===== src/rtl/seq_shift_add_mult.sv =====
// rtl/seq_shift_add_mult.sv - sequential radix-2 shift-and-add unsigned multiplier
//
// Purpose:
//   Adds one partial product per clock into a 2N-bit accumulator. The
//   multiplicand is left-shifted by the step count (barrel, logical), the
//   multiplier is right-shifted by the step count. The low bit of the shifted
//   multiplier gates the shifted multiplicand into the adder.
//
// Configuration macro:
//   MULT_EARLY_DONE_EN
//     defined   : res_ok = ((opB >> ct) == 0), so latency is msb(opB)+1 cycles.
//     undefined : res_ok = (ct == N), so latency is a fixed N cycles.
//   The arithmetic is the same in both builds.
//
// Ports:
//   clk     in   1      rising-edge clock
//   reset   in   1      synchronous, active-high; also starts a new multiply
//   opA     in   N      multiplicand, unsigned; hold stable until res_ok
//   opB     in   N      multiplier, unsigned; hold stable until res_ok
//   res     out  2N+1   accumulator zero-extended; res[2N] is always 0
//   res_ok  out  1      result valid (combinational)

module seq_shift_add_mult #(
  parameter int N = 32
) (
  input  logic           clk,
  input  logic           reset,
  input  logic [N-1:0]   opA,
  input  logic [N-1:0]   opB,
  output logic [2*N:0]   res,
  output logic           res_ok
);

  localparam int CW = $clog2(N) + 1;
  localparam logic [CW-1:0] CT_MAX = CW'(N);

  logic [CW-1:0]  ct;
  logic [2*N-1:0] acc;

  logic [2*N-1:0] a_sh;
  logic [N-1:0]   b_sh;
  logic [2*N-1:0] addend;
  logic           b_rest_zero;

  // Barrel shifters and the AND gate that selects the partial product.
  assign a_sh        = {{N{1'b0}}, opA} << ct;
  assign b_sh        = opB >> ct;
  assign addend      = a_sh & {(2*N){b_sh[0]}};
  assign b_rest_zero = ~|b_sh;

  // The counter saturates at N and never wraps. The accumulator is only
  // written while multiplier bits remain: once (opB >> ct) is zero every
  // further addend is zero, so stopping early leaves the product unchanged.
  always_ff @(posedge clk) begin
    if (reset) begin
      ct  <= '0;
      acc <= '0;
    end else if (ct != CT_MAX) begin
      ct <= ct + 1'b1;
      if (!b_rest_zero) begin
        acc <= acc + addend;
      end
    end
  end

  assign res = {1'b0, acc};

`ifdef MULT_EARLY_DONE_EN
  assign res_ok = b_rest_zero;
`else
  assign res_ok = (ct == CT_MAX);
`endif

endmodule


===== config.mk =====
export PLATFORM = sky130hd
export DESIGN_NAME = seq_shift_add_mult
export DESIGN_NICKNAME = d
export VERILOG_FILES = /design/src/rtl/seq_shift_add_mult.sv
export SDC_FILE = /design/constraint.sdc
export NUM_CORES = 1
export LEC_CHECK = 0
export BUFFER_PORTS_ARGS = -buffer_cell sky130_fd_sc_hd__buf_2
export CAP_MARGIN = 20
export CORE_MARGIN = 2
export CORE_UTILIZATION = 54
export DETAILED_ROUTE_END_ITERATION = 16
export HOLD_SLACK_MARGIN = 0.03
export PLACE_DENSITY = 0.79
export SYNTH_ARGS = -nofsm -noshare
export SYNTH_HDL_FRONTEND = slang
export SYNTH_SLANG_ARGS = --single-unit

===== constraint.sdc =====
create_clock -name clk -period 5.1 [get_ports clk]
set_input_delay 0.765 -clock clk [delete_from_list [all_inputs] [get_ports clk]]
set_output_delay 0.765 -clock clk [all_outputs]
set_load 0.005 [all_outputs]

==> impl_metrics.tcl <==
set metrics [dict create \
    pwr_density_cell_mw_per_mm2 307 \
    wire_length_on_met2_um 15200 \
    total_leakage_power_nw 5.73 \
    worst-setup-path-type "in -> reg" \
    ys.warnings.count 0 \
    highest_count_cells_in_the_layout_ignoring_fill_and_taps "sky130_fd_sc_hd__nor2_1, sky130_fd_sc_hd__buf_4, sky130_fd_sc_hd__buf_2, sky130_fd_sc_hd__nand2_1, sky130_fd_sc_hd__a21oi_1" \
    rr_worst_depth 20 \
    timing.final.hold_violations 0 \
    share_of_synthesized_flip_flops_with_an_asynchronous_set_or_reset_pct 0 \
    cell_type_group_with_the_largest_total_delay_on_the_critical_path "multiplexers" \
    synthFlopType "sky130_fd_sc_hd__dfxtp_1" \
    postSynthCellCount 1279 \
    synthesis.area_per_instance_um2 7.47 \
    numClockSinks 70 \
    finClkSkew_ns 0.0124 \
    max_transition_viols_final 0 \
    critical_path.reg2reg.endpoint "acc[63]" \
    drt_iter0_drc 926 \
    gpl_wtd_cong 0.963 \
    die-area_mm2 0.0188 \
    cts-buffers-inserted 9 \
    areaGrowthSynthToFinish_pct 25.6 \
    grt_pass1_wl_um 51900 \
    worst_setup_hold_path_clk_slew_ns 0.06 \
    tot_pwr_mw 3.67 \
    post_route_cells_drive_above_1_share_pct 27.4 \
    largest_net_degree_at_the_start_of_global_routing 61 \
    synth_nets 1411 \
    core_area_mm2 0.0173 \
    drt-met1-wl_um 13700 \
    cts.root.buffer_cell "sky130_fd_sc_hd__clkbuf_16" \
    startpoint "opB[17]" \
    htree_levels 3 \
    remaining_drc_errors 0 \
    globalRouteOverflowTotal 0 \
    timing.hold.ws_ns 0.496 \
    critical_path_required_ns 5.34 \
    port-buffer-count 130 \
    timing.critical_path.buf_inv 3 \
    synth_top_area_share_pct 14.7 \
    detailed_route_via_count 11084 \
    drv_cap 0 \
    synth-seq-area-share_pct 14.7 \
    power.ir.vdd_worst_v 0.000313 \
    timing.final.setup_violations 0 \
    placement_rows 48 \
    timing.critical_path.from_type "input pin" \
    timing_worst_slew_pin_value_ns 0.829 \
    final_util_pct 69.3 \
    slowest_stage "sky130_fd_sc_hd__mux4_1" \
    dp_wirelength_um 25800 \
    effective_utilization_at_floorplan_pct 55.2 \
    clkLatencyLatePin_ns 0.36 \
    timing.final.crit_share_pct 95.9 \
    reg2reg_slack_ns 0.24 \
    hold_class "reg -> reg" \
    dpl_cell_area_mm2 0.0115 \
    cts_tree "built" \
    post_synthesis_instance_area_mm2 0.00955 \
    fmaxAchievable_mhz 205 \
    grtUsageTotal_pct 34.8 \
    critical_path_cell_by_cell "buf_2, mux4_1, mux4_2, mux2i_2, or2_2, buf_4, nor2_1, ha_1, nand4_1, or3_1, o221a_2, o21ai_0, a21oi_1, buf_4, o41ai_4, mux2i_1, a221o_1" \
    antenna_left 0 \
    synthTopCellsByArea "sky130_fd_sc_hd__dfxtp_1, sky130_fd_sc_hd__ha_1, sky130_fd_sc_hd__mux2i_1" \
    preCtsSetupSlack_ns -0.138 \
    grt_antenna_before_repair 0 \
    final_period_minus_worst_setup_slack_ns 4.89 \
    dr.pass1.iters 5 \
    post_synth_top_area_cell "sky130_fd_sc_hd__dfxtp_1" \
    critPathCaptureType "flip-flop" \
    worst_r2r_startpoint "ct[0]" \
    cp_max_fo 11 \
    mostFrequentLayoutCell "sky130_fd_sc_hd__nor2_1" \
    ctsLongestPathBuffers 2 \
    wire_per_inst_um 18.7 \
    critical-path-top-cell-by-count "sky130_fd_sc_hd__buf_4" \
    finish.net_count 1665 \
    n_fill_cell 1468 \
    synth_cell_types 80 \
    chipWidth_um 137 \
    vias_in_the_first_global_route 10357 \
    synth-seq-cells 70 \
    design.portCount 132 \
    antennaDiodeCount 0 \
    stdcell_area_mm2 0.0120 \
    max_stage_delay_ns 0.54 \
    timing.final.ws_setup_ns 0.212 \
    timing.critical_path.depth 17 \
    wl_met3_um 2730 \
    crit_end "acc[61]" \
    avgViaCountPerCell 6.29 \
    die_height_um 137 \
    relative_slew_slack_pct 44.5 \
    status "complete, no violations" \
    detail_route.wirelength_um 32900 \
    synth-edff-count 0 \
    top_layer_used "met4" \
    arrival_ns 5.13 \
]
## flip-flops by register name, indices dropped and copies added, names as in the netlist
register	cells
acc	64
ct	6
## metal layers
layer  GRT usage, %  vias up
li1               -     5239
met3           5.11      102
met4           13.2        0
met1           45.1     5206
met5              0        -
met2           58.5      537
## power by group
part | internal (mW) | leakage, nW | switching [mW]
Combinational | 1.01 | 4.98 | 1.10
Sequential | 0.671 | 0.573 | 0.132
Clock | 0.481 | 0.170 | 0.281
Total | 2.16 | 5.73 | 1.51
## tightest hold or removal path, stage by stage (launching register included)
cell,delay (ns)
sky130_fd_sc_hd__dfxtp_1,0.33
sky130_fd_sc_hd__nand2_1,0.06
sky130_fd_sc_hd__o31ai_1,0.05
## area by class of cell
cell class	count	area (um2)	area share (%)
sequential	70	1410	11.8
clock inverter	7	121	1.01
tap	225	282	2.35
inverter	37	139	1.16
clock buffer	9	225	1.88
timing repair buffer	328	2180	18.2
multi-input combinational	1087	7630	63.7
## how the worst min path moves through the flow
| stage | startpoint | endpoint | slack [ns] | cells past startpoint |
|---|---|---|---|---|
| after floorplan | acc[34] | acc[34] | 0.47 | 2 |
| after global placement | acc[57] | acc[57] | 0.47 | 2 |
| after detailed placement | acc[52] | acc[52] | 0.48 | 2 |
| after CTS | acc[52] | acc[52] | 0.49 | 2 |
| after global routing | acc[52] | acc[52] | 0.50 | 2 |
| final | acc[62] | acc[62] | 0.50 | 2 |
## cell usage after synthesis, types with 9 or more instances
cell type,count
sky130_fd_sc_hd__buf_2,22
sky130_fd_sc_hd__xor2_1,15
sky130_fd_sc_hd__and3_1,11
sky130_fd_sc_hd__nand2_1,124
sky130_fd_sc_hd__mux4_2,30
sky130_fd_sc_hd__a211oi_1,27
sky130_fd_sc_hd__a31oi_1,12
sky130_fd_sc_hd__ha_1,65
sky130_fd_sc_hd__mux2_2,18
sky130_fd_sc_hd__o21ai_0,67
sky130_fd_sc_hd__a21o_1,33
sky130_fd_sc_hd__o22a_1,9
sky130_fd_sc_hd__or3_1,9
sky130_fd_sc_hd__nand2b_1,12
sky130_fd_sc_hd__o21a_1,9
sky130_fd_sc_hd__nor3_1,21
sky130_fd_sc_hd__inv_1,35
sky130_fd_sc_hd__mux2i_1,81
sky130_fd_sc_hd__nand3_1,26
sky130_fd_sc_hd__dfxtp_1,70
sky130_fd_sc_hd__clkbuf_1,39
sky130_fd_sc_hd__nand4_1,19
sky130_fd_sc_hd__nor2_1,209
sky130_fd_sc_hd__a21oi_1,103
sky130_fd_sc_hd__o21bai_1,19
sky130_fd_sc_hd__buf_6,9
sky130_fd_sc_hd__xnor2_1,32
## cell families (layout without fill, tap and decap cells)
logic type / Yosys count / after routing / share of synthesized area, %
muxes: 132 / 132 / 18.5
DFF: 70 / 70 / 14.7
other: 1 / 1 / 0.0393
and+or+nand+nor: 472 / 472 / 21.8
xor gates and xnor gates: 47 / 47 / 4.31
adders and majority gates: 66 / 66 / 8.73
buffers and inverters: 122 / 381 / 5.99
AOI/OAI and AO/OA: 369 / 369 / 25.9
## stage by stage
| step | TNS, ns | std cells |
|---|---|---|
| global placement | -0.251 | 1741 |
| floorplan | 0 | 1279 |
| global route | -0.0186 | 1763 |
| detailed placement | -0.802 | 1741 |
| CTS | 0 | 1757 |
| finish | 0 | 1763 |
## what timing repair did
item                                    4_1_cts  5_1_grt
hold buffers                                  0        0
gates resized for setup                       2       12
setup buffers                                 0        6
endpoints found under the setup margin        6       15
Power figures use the tool's default switching activity.
